[src/rtl/egress_scheduler_if.sv]
// Queue-side and lane-side signals of one egress_scheduler instance.
interface egress_scheduler_if #(
    parameter int P_N_REQ = 4
);
    logic                   link_up_i;
    logic [P_N_REQ-1:0]     q_frame_avail_i;
    logic [P_N_REQ-1:0]     q_empty_i;
    logic [9*P_N_REQ-1:0]   q_data_i;
    logic [P_N_REQ-1:0]     q_rd_o;
    logic [7:0]             tx_data_o;
    logic                   tx_ctrl_o;
    logic [P_N_REQ-1:0]     grant_o;
    logic                   busy_o;
    logic                   err_underrun_o;
    logic                   err_oversize_o;
    logic [15:0]            frame_cnt_o;

    // Scheduler side: consumes queue heads, drives the transmit lane.
    modport master (
        input  link_up_i, q_frame_avail_i, q_empty_i, q_data_i,
        output q_rd_o, tx_data_o, tx_ctrl_o, grant_o, busy_o,
               err_underrun_o, err_oversize_o, frame_cnt_o
    );

    // Environment side: queues and PHY.
    modport slave (
        output link_up_i, q_frame_avail_i, q_empty_i, q_data_i,
        input  q_rd_o, tx_data_o, tx_ctrl_o, grant_o, busy_o,
               err_underrun_o, err_oversize_o, frame_cnt_o
    );
endinterface

[src/rtl/egress_scheduler.sv]
// Frame-granular round-robin scheduler draining egress queues onto one TXD/TXC lane.
module egress_scheduler #(
    parameter int P_N_REQ     = 4,
    parameter int P_IFG       = 12,
    parameter int P_MAX_LEN   = 1522,
    parameter int P_LEN_WIDTH = 11
) (
    input  logic               clk_i,
    input  logic               rstn_i,
    egress_scheduler_if.master bus
);
    localparam int unsigned IDX_W = (P_N_REQ > 1) ? $clog2(P_N_REQ) : 1;
    localparam int unsigned GAP_W = (P_IFG > 1) ? $clog2(P_IFG) : 1;
    localparam int unsigned LEN_W = P_LEN_WIDTH;

    localparam logic [1:0] S_IDLE = 2'd0;
    localparam logic [1:0] S_SEND = 2'd1;
    localparam logic [1:0] S_GAP  = 2'd2;

    logic [1:0]         state, d_state;
    logic [IDX_W-1:0]   ptr, d_ptr;
    logic [LEN_W-1:0]   cnt, d_cnt;
    logic [GAP_W-1:0]   gcnt, d_gcnt;
    logic               bad, d_bad;
    logic [P_N_REQ-1:0] grant, d_grant;
    logic [7:0]         tx_data, d_tx_data;
    logic               tx_ctrl, d_tx_ctrl;
    logic               busy, d_busy;
    logic               err_u, d_err_u;
    logic               err_o, d_err_o;
    logic [15:0]        fcnt, d_fcnt;
    logic [P_N_REQ-1:0] q_rd_c;

    logic [8:0]         head [P_N_REQ];
    logic [P_N_REQ-1:0] req;
    logic               found;
    logic [IDX_W-1:0]   sel;
    logic [IDX_W-1:0]   cand;
    logic [7:0]         pop_byte;
    logic               pop_last;
    logic               owner_empty;

    // Next-state, pop strobe and next values of all registered outputs.
    always_comb begin
        d_state     = state;
        d_ptr       = ptr;
        d_cnt       = cnt;
        d_gcnt      = gcnt;
        d_bad       = bad;
        d_grant     = grant;
        d_tx_data   = tx_data;
        d_tx_ctrl   = 1'b0;
        d_err_u     = 1'b0;
        d_err_o     = 1'b0;
        d_fcnt      = fcnt;
        q_rd_c      = '0;
        found       = 1'b0;
        sel         = ptr;
        cand        = '0;
        for (int i = 0; i < P_N_REQ; i++) begin
            head[i] = bus.q_data_i[9*i +: 9];
        end
        req         = bus.q_frame_avail_i & {P_N_REQ{bus.link_up_i}};
        pop_byte    = head[ptr][7:0];
        pop_last    = head[ptr][8];
        owner_empty = bus.q_empty_i[ptr];

        case (state)
            S_IDLE: begin
                // Cyclic search starting just after the last owner.
                for (int i = 1; i <= P_N_REQ; i++) begin
                    cand = IDX_W'((int'(ptr) + i) % P_N_REQ);
                    if (!found && req[cand]) begin
                        found = 1'b1;
                        sel   = cand;
                    end
                end
                if (found) begin
                    d_state       = S_SEND;
                    d_ptr         = sel;
                    d_grant       = '0;
                    d_grant[sel]  = 1'b1;
                    d_cnt         = '0;
                    d_bad         = 1'b0;
                end
            end
            S_SEND: begin
                if (owner_empty) begin
                    d_err_u = 1'b1;
                end else begin
                    q_rd_c = grant;
                    if (cnt != '1) begin
                        d_cnt = cnt + 1'b1;
                    end
                    // Bytes past the length limit or during link loss are drained silently.
                    if (cnt < LEN_W'(P_MAX_LEN) && bus.link_up_i) begin
                        d_tx_ctrl = 1'b1;
                        d_tx_data = pop_byte;
                    end else begin
                        d_bad = 1'b1;
                    end
                    if (cnt == LEN_W'(P_MAX_LEN) && !pop_last) begin
                        d_err_o = 1'b1;
                    end
                    if (pop_last) begin
                        d_state = S_GAP;
                        d_grant = '0;
                        d_gcnt  = '0;
                        if (!d_bad && fcnt != 16'hFFFF) begin
                            d_fcnt = fcnt + 16'd1;
                        end
                    end
                end
            end
            S_GAP: begin
                if (gcnt == GAP_W'(P_IFG - 1)) begin
                    d_state = S_IDLE;
                end else begin
                    d_gcnt = gcnt + 1'b1;
                end
            end
            default: begin
                d_state = S_IDLE;
            end
        endcase

        d_busy = (d_state != S_IDLE);
    end

    // State and output registers.
    always_ff @(posedge clk_i or negedge rstn_i) begin
        if (!rstn_i) begin
            state   <= S_IDLE;
            ptr     <= IDX_W'(P_N_REQ - 1);
            cnt     <= '0;
            gcnt    <= '0;
            bad     <= 1'b0;
            grant   <= '0;
            tx_data <= '0;
            tx_ctrl <= 1'b0;
            busy    <= 1'b0;
            err_u   <= 1'b0;
            err_o   <= 1'b0;
            fcnt    <= '0;
        end else begin
            state   <= d_state;
            ptr     <= d_ptr;
            cnt     <= d_cnt;
            gcnt    <= d_gcnt;
            bad     <= d_bad;
            grant   <= d_grant;
            tx_data <= d_tx_data;
            tx_ctrl <= d_tx_ctrl;
            busy    <= d_busy;
            err_u   <= d_err_u;
            err_o   <= d_err_o;
            fcnt    <= d_fcnt;
        end
    end

    assign bus.q_rd_o         = q_rd_c;
    assign bus.tx_data_o      = tx_data;
    assign bus.tx_ctrl_o      = tx_ctrl;
    assign bus.grant_o        = grant;
    assign bus.busy_o         = busy;
    assign bus.err_underrun_o = err_u;
    assign bus.err_oversize_o = err_o;
    assign bus.frame_cnt_o    = fcnt;
endmodule

[src/flat_wrapper.sv]
// flat-port wrapper written by rule: the top's interface ports become plain ports
module egress_scheduler_flat 
#(
    parameter int P_N_REQ     = 4,
    parameter int P_IFG       = 12,
    parameter int P_MAX_LEN   = 1522,
    parameter int P_LEN_WIDTH = 11
)
  (clk_i, rstn_i, bus_link_up_i, bus_q_frame_avail_i, bus_q_empty_i, bus_q_data_i, bus_q_rd_o, bus_tx_data_o, bus_tx_ctrl_o, bus_grant_o, bus_busy_o, bus_err_underrun_o, bus_err_oversize_o, bus_frame_cnt_o);
  egress_scheduler_if #(.P_N_REQ(P_N_REQ)) bus_i ();
  input  logic clk_i;
  input  logic rstn_i;
  input wire logic [$bits(bus_i.link_up_i)-1:0] bus_link_up_i;
  input wire logic [$bits(bus_i.q_frame_avail_i)-1:0] bus_q_frame_avail_i;
  input wire logic [$bits(bus_i.q_empty_i)-1:0] bus_q_empty_i;
  input wire logic [$bits(bus_i.q_data_i)-1:0] bus_q_data_i;
  output wire logic [$bits(bus_i.q_rd_o)-1:0] bus_q_rd_o;
  output wire logic [$bits(bus_i.tx_data_o)-1:0] bus_tx_data_o;
  output wire logic [$bits(bus_i.tx_ctrl_o)-1:0] bus_tx_ctrl_o;
  output wire logic [$bits(bus_i.grant_o)-1:0] bus_grant_o;
  output wire logic [$bits(bus_i.busy_o)-1:0] bus_busy_o;
  output wire logic [$bits(bus_i.err_underrun_o)-1:0] bus_err_underrun_o;
  output wire logic [$bits(bus_i.err_oversize_o)-1:0] bus_err_oversize_o;
  output wire logic [$bits(bus_i.frame_cnt_o)-1:0] bus_frame_cnt_o;
  assign bus_i.link_up_i = bus_link_up_i;
  assign bus_i.q_frame_avail_i = bus_q_frame_avail_i;
  assign bus_i.q_empty_i = bus_q_empty_i;
  assign bus_i.q_data_i = bus_q_data_i;
  assign bus_q_rd_o = bus_i.q_rd_o;
  assign bus_tx_data_o = bus_i.tx_data_o;
  assign bus_tx_ctrl_o = bus_i.tx_ctrl_o;
  assign bus_grant_o = bus_i.grant_o;
  assign bus_busy_o = bus_i.busy_o;
  assign bus_err_underrun_o = bus_i.err_underrun_o;
  assign bus_err_oversize_o = bus_i.err_oversize_o;
  assign bus_frame_cnt_o = bus_i.frame_cnt_o;
  egress_scheduler #(.P_N_REQ(P_N_REQ), .P_IFG(P_IFG), .P_MAX_LEN(P_MAX_LEN), .P_LEN_WIDTH(P_LEN_WIDTH)) u_core (.clk_i(clk_i), .rstn_i(rstn_i), .bus(bus_i));
endmodule
[config.mk]
export PLATFORM = sky130hd
export DESIGN_NAME = egress_scheduler_flat
export DESIGN_NICKNAME = d
export VERILOG_FILES = /design/src/rtl/egress_scheduler_if.sv /design/src/rtl/egress_scheduler.sv /design/src/flat_wrapper.sv
export SDC_FILE = /design/constraint.sdc
export NUM_CORES = 1
export LEC_CHECK = 0
export BUFFER_PORTS_ARGS = -buffer_cell sky130_fd_sc_hd__buf_2
export CAP_MARGIN = 30
export CORE_UTILIZATION = 25
export CTS_CLUSTER_DIAMETER = 80
export DETAILED_ROUTE_END_ITERATION = 8
export SLEW_MARGIN = 20
export SYNTH_ARGS = -nofsm -noshare
export SYNTH_HDL_FRONTEND = slang
export SYNTH_SLANG_ARGS = --single-unit
[constraint.sdc]
create_clock -name clk_i -period 2.4 [get_ports clk_i]
set_input_delay 0.72 -clock clk_i [delete_from_list [all_inputs] [get_ports clk_i]]
set_output_delay 0.72 -clock clk_i [all_outputs]
set_load 0.01 [all_outputs]
# Yosys cells after proc, flatten, opt, wreduce, memory -nomap -nowiden
# Index checks and enable logic that the tools add are counted.
# totals
output_inout_bits	36
mem_count	0
ramBits	0
latchBits	0
ff_bits	52
rom_bits	0
wordCells	124
# classes
order_cmp	9
n_eq_ne	11
multipliers	0
addsub	7
div_mod_pow	0
n_bitwise	3
reduce_logical	23
shifts	0
n_mux	59
# ops
cell	n
two-way mux 11 bit	3
two-way mux 1 bit	27
two-way mux 4 bit	6
one-hot mux 11 bit (2 select lines)	1
binary-select mux 9 bit (select 2 bit)	1
less-than comparator 2 x 3 -> 1 bit, second input constant	6
two-way mux 2 bit	9
two-way mux 9 bit	2
adder 16 x 1 -> 16 bit, second input constant	1
!= test 16 bit, second input constant	1
one-hot mux 4 bit (2 select lines)	2
AND reduction 4 bit	4
adder 11 x 1 -> 11 bit, second input constant	1
== test 11 bit, second input constant	1
less-than comparator 11 bit, second input constant	1
!= test 11 bit, second input constant	1
binary-select mux 1 bit (select 2 bit)	5
logical AND 1 bit	7
!= test 2 x 1 -> 1 bit, second input constant	3
one-hot mux 2 bit (3 select lines)	1
AND reduction 3 bit	2
nonzero test 2 bit	3
logical NOT 1 bit	5
adder 2 x 1 -> 2 bit, second input constant	2
15 further kinds	17

# Logic depth before layout (Yosys ltp)
# Gate-level depths: netlist of run 1.
# depth
depth_word	23
ltp_mapped	7
depth_no_buf	6

# Worst setup path after synthesis of run 1
# Ideal clock, no wire load.
# synth_path
path_kind	input-to-reg
from	in bus_q_empty_i[3]
to	reg u_core.fcnt[1], in the netlist u_core.bus.frame_cnt_o[1]
setup_time_ns	0.128
setup_slack_ns	-0.121
arrival_time_ns	2.393
cell_stages	4
n_path_buf	0
t_required_ns	2.272
path_cell_list	mux4_2 -> or4b_4 -> a211oi_4 -> mux2_1
# synth_between
elab_chain_len	4
# synth_lines
item	line_no	rtl
from (decl)	flat_wrapper.sv:15	input wire logic [$bits(bus_i.q_empty_i)-1:0] bus_q_empty_i;
binary-select mux 1 bit (select 2 bit)	egress_scheduler.sv:66	owner_empty = bus.q_empty_i[ptr];
two-way mux 1 bit (implied by the code)	egress_scheduler.sv:66	
inverter 1 bit (no line)	--	
AND reduction 4 bit (no line)	--	
to (signal assigned)	egress_scheduler.sv:157	fcnt <= d_fcnt;
to (decl)	egress_scheduler.sv:31	logic [15:0] fcnt, d_fcnt;
# No other way between the ends. The select of a mux whose other input is x is not followed.
# A chain may end at the register's enable or synchronous reset.

# Worst setup path after layout of run 1
# layout_path
from	reg u_core.ptr[0]
to	out bus_q_rd_o[3]
# layout_between
elab_chain_len	4
# layout_lines
item	line_no	rtl
from (decl)	egress_scheduler.sv:21	logic [IDX_W-1:0] ptr, d_ptr;
from (signal assigned)	egress_scheduler.sv:134	ptr <= IDX_W'(P_N_REQ - 1);
from (signal assigned)	egress_scheduler.sv:147	ptr <= d_ptr;
binary-select mux 1 bit (select 2 bit)	egress_scheduler.sv:66	
two-way mux 1 bit (implied by the code)	egress_scheduler.sv:66	
two-way mux 4 bit	egress_scheduler.sv:88	if (owner_empty) begin
two-way mux 4 bit	egress_scheduler.sv:68	case (state)
to (decl)	flat_wrapper.sv:17	output wire logic [$bits(bus_i.q_rd_o)-1:0] bus_q_rd_o;
# No other way between the ends. The select of a mux whose other input is x is not followed.

==> results of run 1 <==
==> power breakdown <==
group          switching (W)  internal, W
logic               0.000700     0.000726
clock network       0.000286     0.000521
registers           0.000175      0.00111
==> logic make-up after synthesis <==
logic type,count (synthesis),synth area share [%]
flip-flops,52,46.9
AO/OA/AOI/OAI,46,11.6
AND/OR/NAND/NOR,99,20.2
multiplexers,20,12.7
XOR/XNOR,16,5.04
adder cells (fa/ha/maj),4,1.80
buffers and inverters,11,1.75
==> layout make-up <==
class / count / area [µm²] / share of cell area [%]
repair buffers: 102 / 599 / 16.1
flip-flops and latches: 52 / 1300 / 35.1
well taps: 140 / 175 / 4.71
inverters: 6 / 22.5 / 0.606
clock inverters: 3 / 90.1 / 2.42
multi-input cells: 186 / 1460 / 39.2
clock buffers: 5 / 68.8 / 1.85
==> cell usage after synthesis, drive strengths merged (2+ instances only) <==
master  number  share of area, %
o21ai       13               2.3
clkbuf       4              0.54
and2         5               1.1
nor2b        2              0.45
inv          6              0.81
mux4        10               8.6
xnor2        9               2.8
o311ai       2              0.90
xor2         7               2.2
nor2        14               2.2
a21oi        9               1.6
a31oi        7               1.6
a22o         4               1.3
nand3       11               2.0
dfstp        2               1.9
mux2        10               4.0
nor3         6               1.1
and4         2              0.63
and3        17               3.8
o31ai        2              0.54
ha           4               1.8
nand4       11               2.5
nand2b       5               1.1
dfrtp       50                45
nand2       17               2.3
==> worst paths after layout <==
check	start	to	slack, ps	depth (start not counted)
worst max-delay path	u_core.ptr[0]$_DFFE_PN1P_	bus_q_rd_o[3]	-160	4
worst min-delay path	rstn_i	u_core.bus.frame_cnt_o[12]$_DFFE_PN0P_	390	1
worst max register to register	u_core.ptr[0]$_DFFE_PN1P_	u_core.bus.frame_cnt_o[8]$_DFFE_PN0P_	-120	7
worst min register to register	u_core.bus.frame_cnt_o[11]$_DFFE_PN0P_	u_core.bus.frame_cnt_o[11]$_DFFE_PN0P_	510	1
max in group asynchronous	rstn_i	u_core.ptr[0]$_DFFE_PN1P_	1370	2
min in group clk_i	u_core.bus.frame_cnt_o[11]$_DFFE_PN0P_	u_core.bus.frame_cnt_o[11]$_DFFE_PN0P_	510	1
==> per-layer routing <==
metal | global-route usage (%) | vias to the layer above
li1 | - | 1154
met1 | 14.9 | 1144
met2 | 19.0 | 46
met3 | 2.78 | 7
met4 | 3.62 | 0
met5 | 0 | -
==> sequential cells by signal (all words and copies together) (netlist names) <==
name and flops:
u_core.bad 1, u_core.bus.busy_o 1, u_core.bus.err_oversize_o 1, u_core.bus.err_underrun_o 1, u_core.bus.frame_cnt_o 16, u_core.bus.grant_o 4
u_core.bus.tx_ctrl_o 1, u_core.bus.tx_data_o 8, u_core.cnt 11, u_core.gcnt 4, u_core.ptr 2, u_core.state 2
==> stage by stage <==
stage / std cells / setup slack [ps]
4_1_cts: 489 / -165
3_3_place_gp: 479 / -277
2_1_floorplan: 248 / -121
3_5_place_dp: 479 / -312
5_1_grt: 494 / -262
6_report: 494 / -158
==> repair_timing <==
| item | 4_1_cts | 5_1_grt |
|---|---|---|
| gates resized for setup | 3 | 6 |
| pin swaps | 6 | 9 |
| gates cloned | 0 | 1 |
| endpoints found under the setup margin | 8 | 28 |
| setup buffers | 2 | 4 |
| hold buffers | 0 | 0 |
| hold endpoints to repair | 0 | 0 |
==> results_dict.tcl, run 1 <==
set metrics [dict create \
    via_per_inst 4.76 \
    final_nets 404 \
    fin_setup_tns_ps -1950 \
    crit_buf_inv 1 \
    grt_pass1_vias 2182 \
    pin_count 83 \
    place.gp.congestion 0.818 \
    synthesis.area_mm2 0.00278 \
    violations "setup timing" \
    drive_above_1_share_pct 39.8 \
    cts_max_level 2 \
    hp-class "in2async" \
    io_buffer_count 82 \
    cts_tree "yes" \
    clk_pin_slew_ps 90 \
    ys_async_sr_fraction_pct 100 \
    outcome "finished, violations left" \
    drc 0 \
    vias 2351 \
    die_y_um 107 \
    min_period_ps 2560 \
    drt_iter0_drc 119 \
    grt_max_degree 32 \
    power_w 0.00351 \
    core_region_area_mm2 0.0108 \
    ys_seq_area_share_pct 46.9 \
    yosysUniqueCellTypes 49 \
    overflow 0 \
    met3_wirelength_um 292 \
    cts_root_buffer "clkbuf_8" \
    final_area_mm2 0.00372 \
    syn_to_final_growth_pct 33.7 \
    maxUsedRoutingLayer "met4" \
    cellPowerDensity_mw_per_mm2 945 \
    crit_arrival_ps 1840 \
    numClockSinks 52 \
    report.final.slew_viol_count 0 \
    avgRoutedWirePerCell_um 13.6 \
    synth_seq_cells 52 \
    fin_crit_sh_pct 107 \
    hold_viol_final 0 \
    cap_violations 0 \
    required_ps 1680 \
    detail-route-antenna-nets 0 \
    synth_edf_count 0 \
    final_util_pct 34.3 \
    peakVddDrop_uv 365 \
    p_leak_nw 1.78 \
    worst-setup-path-type "reg2out" \
    tightest_slew_ps 923 \
    antenna_found_initial 0 \
    fmax_mhz 391 \
    ys_warn_count 0 \
    clock_latency_ps 300 \
    syn_avg_cell_area_um2 11.2 \
    crit_slowest_cell "mux4_2" \
    die_x_um 107 \
    netlist_instances 248 \
    start_kind "register" \
    synth_top_flop_cell "dfrtp_1" \
    dp_hpwl_um 5040 \
    totalWireLength_um 6720 \
    wl_met1_um 3090 \
    grt_pass1_wl_um 10500 \
    critPathMaxFanout 5 \
    maxSlewHeadroom_pct 38.3 \
    finalSetupViolations 20 \
    critPathMaxStageDelay_ps 560 \
    crit_chain "mux4_2 -> nor2_4 -> and2_1 -> buf_2" \
    wl_met2_um 3240 \
    diodes 0 \
    clock-skew-final_ps 8.07 \
    cts_buffers 5 \
    fin_ws_ps -158 \
    hold_ws_ps 388 \
    layout_commonest_cell "buf_2" \
    placed_cell_area_mm2 0.00347 \
    crit_path_end_kind "primary output" \
    synthesis.nets 299 \
    initial_utilization_pct 25.7 \
    clockBufferDepth 2 \
    grt.total_usage_pct 11.5 \
    cp_top_family "multiplexers" \
    die_area_mm2 0.0116 \
    fill_cells 1094 \
    first_pass_iters 5 \
    final_cell_mix "buf_2 (81), dfrtp_1 (50), and3_1 (17), nand2_1 (17), buf_4 (16)" \
    rsz0062_at_grt "yes" \
    rows 38 \
]
(Power assumes the default switching activity.)
==> run 2, diff against run 1 <==
==> constraint.sdc (replaced) <==
create_clock -name clk_i -period 2.4 [get_ports clk_i]
set_input_delay 0.48 -clock clk_i [delete_from_list [all_inputs] [get_ports clk_i]]
set_output_delay 0.48 -clock clk_i [all_outputs]
set_load 0.01 [all_outputs]
==> results_dict.tcl, run 2 (synthesized netlist as in run 1, its figures left out) <==
set metrics [dict create \
    fill_cells 1103 \
    maxSlewHeadroom_pct 55.9 \
    cts_root_buffer "clkbuf_8" \
    grt_pass1_wl_um 10800 \
    final_area_mm2 0.00359 \
    antenna_found_initial 0 \
    peakVddDrop_uv 301 \
    holdBufCountCts 0 \
    fin_ws_ps -35.6 \
    detail-route-antenna-nets 0 \
    diodes 0 \
    critPathMaxStageDelay_ps 560 \
    layout_commonest_cell "buf_2" \
    crit_path_end_kind "primary output" \
    hold_viol_final 0 \
    grt.total_usage_pct 11.8 \
    drive_above_1_share_pct 38.1 \
    finalSetupViolations 5 \
    cp_top_family "flip-flops" \
    die_area_mm2 0.0116 \
    drc 0 \
    avgRoutedWirePerCell_um 13.7 \
    crit_arrival_ps 1960 \
    final_cells 489 \
    crit_chain "mux4_2 -> buf_6 -> nor2_4 -> and2_1 -> buf_2" \
    placed_cell_area_mm2 0.00345 \
    clock-skew-final_ps 12.3 \
    vias 2365 \
    clk_pin_slew_ps 100 \
    required_ps 1920 \
    worst-setup-path-type "reg2out" \
    drt_iter0_drc 104 \
    start_kind "register" \
    dp_cells 478 \
    rows 38 \
    syn_to_final_growth_pct 29.2 \
    fmax_mhz 411 \
    clock_latency_ps 310 \
    crit_buf_inv 2 \
    overflow 0 \
    outcome "finished, violations left" \
    p_leak_nw 1.73 \
    via_per_inst 4.84 \
    hp-class "in2async" \
    violations "setup timing" \
    initial_utilization_pct 25.7 \
    io_buffer_count 82 \
    final_cell_mix "buf_2 (81), dfrtp_1 (50), and3_1 (17)" \
    cts_buffers 5 \
    cap_violations 0 \
    cellPowerDensity_mw_per_mm2 880 \
    place.gp.congestion 0.813 \
    grt_max_degree 53 \
    tightest_slew_ps 662 \
    final_util_pct 33.2 \
    die_y_um 107 \
    totalWireLength_um 6710 \
    fin_crit_sh_pct 101 \
    final_nets 399 \
    first_pass_iters 4 \
    pre_cts_slack_ps 23.9 \
    report.final.slew_viol_count 0 \
    cts_max_level 2 \
    core_region_area_mm2 0.0108 \
    dp_hpwl_um 5060 \
    grt_pass1_vias 2240 \
    critPathMaxFanout 5 \
    crit_slowest_cell "dfstp_2" \
    largest_reg_flops 16 \
    rsz0062_at_grt "yes" \
    clockBufferDepth 2 \
    numClockSinks 52 \
    die_x_um 107 \
    cts_tree "yes" \
    min_period_ps 2440 \
    pin_count 83 \
]
run 2: repair_timing:
action	CTS	global route
resized for setup	3	7
endpoints found under the setup margin	6	16
buffers inserted	2	1
pin swaps	4	3
cloned	0	0
run 2: where the power goes:
part | total [W] | internal (W) | switching (W) | leakage [nW]
registers | 0.00127 | 0.00111 | 0.000170 | 0.683
clock network | 0.000513 | 0.000236 | 0.000277 | 0.0455
logic | 0.00137 | 0.000680 | 0.000694 | 1.00
total | 0.00316 | 0.00202 | 0.00114 | 1.73
run 2: final timing paths:
| check | start | end | slack (ps) | cells past startpoint |
|---|---|---|---|---|
| min reg2reg | u_core.bus.tx_data_o[5]$_DFFE_PN0P_ | u_core.bus.tx_data_o[5]$_DFFE_PN0P_ | 510 | 1 |
| max in group asynchronous | rstn_i | u_core.bus.grant_o[3]$_DFFE_PN0P_ | 1670 | 2 |
| max | u_core.ptr[0]$_DFFE_PN1P_ | bus_q_rd_o[3] | -40 | 5 |
| min | rstn_i | u_core.bus.frame_cnt_o[10]$_DFFE_PN0P_ | 280 | 2 |
| max reg2reg | u_core.ptr[0]$_DFFE_PN1P_ | u_core.bus.frame_cnt_o[7]$_DFFE_PN0P_ | 0 | 5 |
| min in group clk_i | u_core.bus.tx_data_o[5]$_DFFE_PN0P_ | u_core.bus.tx_data_o[5]$_DFFE_PN0P_ | 510 | 1 |
run 2: area by class of cell:
cell class                      count  area [µm²]  share of cell area [%]
Sequential cell                    52        1300                    36.3
Timing Repair Buffer               98         557                    15.5
Tap cell                          140         175                    4.87
Clock buffer                        8        90.1                    2.51
Multi-Input combinational cell    185        1450                    40.2
Inverter                            6        22.5                   0.627
run 2: metrics by stage:
stage                     power [W]  hold slack [ps]  setup TNS, ps
after global placement      0.00256              490              0
after floorplan             0.00208              184          -67.1
final                       0.00316              285           -119
after detailed placement    0.00259              489              0
after CTS                   0.00317              318          -77.7
after global routing        0.00340              339           -851
run 2: routing by layer:
| metal | vias to the layer above | track usage (%) | share of wire (%) |
|---|---|---|---|
| li1 | 1141 | - | - |
| met1 | 1158 | 14.7 | 44 |
| met2 | 61 | 20.6 | 51 |
| met3 | 5 | 2.42 | 4.7 |
| met4 | 0 | 3.23 | 0.72 |
| met5 | - | 0 | 0 |
==> run 3, diff against run 2 <==
- ABC_AREA: unset -> 1
- MAX_ROUTING_LAYER: unset -> met4
==> results_dict.tcl, run 3 <==
set metrics [dict create \
    fin_ws_ps 145 \
    ys_seq_area_share_pct 37.7 \
    clk_pin_slew_ps 80 \
    vias 3105 \
    cts_tree "yes" \
    die_area_mm2 0.0143 \
    synth_top_flop_cell "dfrtp_1" \
    report.final.slew_viol_count 0 \
    fill_cells 1472 \
    crit_arrival_ps 1770 \
    cts_max_level 2 \
    cap_violations 0 \
    rsz0062_at_grt "no" \
    diodes 0 \
    grt_max_degree 33 \
    pin_count 83 \
    rows 42 \
    holdBufCountCts 0 \
    final_nets 598 \
    p_leak_nw 1.94 \
    synth_top_area_cell "dfrtp_1" \
    cts_root_buffer "clkbuf_16" \
    drc 0 \
    die_y_um 120 \
    grt_pass1_wl_um 14200 \
    crit_path_end_kind "primary output" \
    finalSetupViolations 0 \
    first_pass_iters 4 \
    initial_utilization_pct 25.9 \
    clock_latency_ps 300 \
    peakVddDrop_uv 307 \
    maxSlewHeadroom_pct 64.6 \
    drive_above_1_share_pct 25.9 \
    fin_crit_sh_pct 93.9 \
    totalWireLength_um 8500 \
    synth_seq_cells 52 \
    grt.total_usage_pct 12.8 \
    synth_top_family_by_area "simple AND/OR/NAND/NOR gates" \
    avgRoutedWirePerCell_um 11.7 \
    critPathMaxFanout 20 \
    numClockSinks 52 \
    fin_setup_tns_ps 0 \
    start_kind "register" \
    grt_pass1_vias 2953 \
    hold_viol_final 0 \
    cts_buffers 5 \
    synth_common_cells "nand2_1 (144), dfrtp_1 (50), inv_1 (45), nand3_1 (40), nor2_1 (39)" \
    die_x_um 120 \
    synth_edf_count 0 \
    yosysUniqueCellTypes 37 \
    netlist_instances 466 \
    required_ps 1920 \
    overflow 0 \
    cellPowerDensity_mw_per_mm2 986 \
    syn_avg_cell_area_um2 7.42 \
    dp_hpwl_um 6520 \
    synth_xor_xnor_area_share_pct 5.28 \
    antenna_found_initial 0 \
    hp-class "in2async" \
    synth_compound_area_share_pct 12.9 \
    synthesis.area_mm2 0.00346 \
    synth_area_leaders "dfrtp_1 (36%), nand2_1 (16%), nand3_1 (5.8%), inv_1 (4.9%), nor2_1 (4.2%)" \
    via_per_inst 4.29 \
    synthMuxAreaShare_pct 0 \
    ys_warn_count 0 \
    ys_async_sr_fraction_pct 100 \
    detail-route-antenna-nets 0 \
    io_buffer_count 82 \
    largest_reg_flops 16 \
    core_region_area_mm2 0.0133 \
    place.gp.congestion 0.811 \
    synthesis.nets 517 \
    layout_commonest_cell "nand2_1" \
    fmax_mhz 444 \
    synth_adder_area_share_pct 1.45 \
    pre_cts_slack_ps 313 \
    tightest_slew_ps 529 \
    final_cell_mix "nand2_1 (144), buf_2 (82), dfrtp_1 (50)" \
    clock-skew-final_ps 13.0 \
    syn_to_final_growth_pct 20.6 \
    yosys.area_share.simple_pct 33.0 \
    worst-setup-path-type "reg2out" \
    synth_top_area_share_pct 36.2 \
    synth.most_common_cell "nand2_1" \
    clockBufferDepth 2 \
    min_period_ps 2250 \
    drt_iter0_drc 187 \
    outcome "completed" \
]
==> run 3: cell types whose count changed in the layout (fill, tap and decap cells not counted), sizes merged, moves of 14 or more <==
cell / change
nand2: +132
inv: +45
nor2: +31
nand3: +30
o21ai: +21
and3: -17
a21oi: +14
==> run 3: layout make-up <==
type                            count  area (µm²)  area share, %
Multi-Input combinational cell    348        1820           43.7
Sequential cell                    52        1300           31.3
Timing Repair Buffer               90         483           11.6
Tap cell                          176         220           5.28
Inverter                           50         193           4.62
Clock buffer                        5         125           3.00
Clock inverter                      3        25.0          0.600
==> run 3: per-stage QoR <==
| stage | cell area (µm²) | power [W] | hold slack [ps] | utilization (%) | std cells |
|---|---|---|---|---|---|
| floorplan | 3460 | 0.00293 | 184 | - | 466 |
| global route | 4170 | 0.00448 | 203 | 31.3 | 724 |
| global placement | 4000 | 0.00337 | 493 | 30.0 | 714 |
| finish | 4170 | 0.00411 | 147 | 31.3 | 724 |
| CTS | 4150 | 0.00415 | 173 | 31.1 | 722 |
| detailed placement | 4000 | 0.00339 | 498 | 30.0 | 714 |
==> run 3: worst max-delay path: stages (launching register included) <==
cell and delay (ps):
dfstp_2 610, inv_4 120, o21ai_1 140, nand2_1 80, inv_2 90, nand2_4 100, nor2_1 170, buf_2 160
==> run 3: path summary, 6_finish.rpt <==
kind	from	end	slack [ps]	depth (start not counted)
worst max-delay path	u_core.ptr[0]$_DFFE_PN1P_	bus_q_rd_o[0]	150	7
worst min-delay path	rstn_i	u_core.bus.frame_cnt_o[0]$_DFFE_PN0P_	150	1
worst max register to register	u_core.ptr[0]$_DFFE_PN1P_	u_core.cnt[6]$_DFFE_PN0P_	350	9
worst min register to register	u_core.gcnt[0]$_DFFE_PN0P_	u_core.gcnt[0]$_DFFE_PN0P_	510	1
max in group asynchronous	rstn_i	u_core.ptr[1]$_DFFE_PN1P_	1620	2
min in group clk_i	u_core.gcnt[0]$_DFFE_PN0P_	u_core.gcnt[0]$_DFFE_PN0P_	510	1
==> run 3: repair_timing <==
item | in CTS | in global routing
gates resized for setup | 0 | 2
setup endpoints to repair | 0 | 4
buffers inserted | 0 | 2
==> run 3: power breakdown <==
part | internal (W) | switching [W] | leakage (nW)
Sequential | 0.00110 | 0.000198 | 0.675
Combinational | 0.000734 | 0.00132 | 1.19
Clock | 0.000395 | 0.000362 | 0.0708
==> run 3: cell families after synthesis <==
group,count (synthesis)
DFF,52
xor gates and xnor gates,20
buffers and inverters,66
and+or+nand+nor,258
adders and majority gates,4
AOI/OAI and AO/OA,66
==> run 3: metal layers <==
metal	track usage [%]	wire [µm]
met3	1.90	306
met2	21.5	4150
met4	3.75	112
met1	16.0	3930
met5	-	0
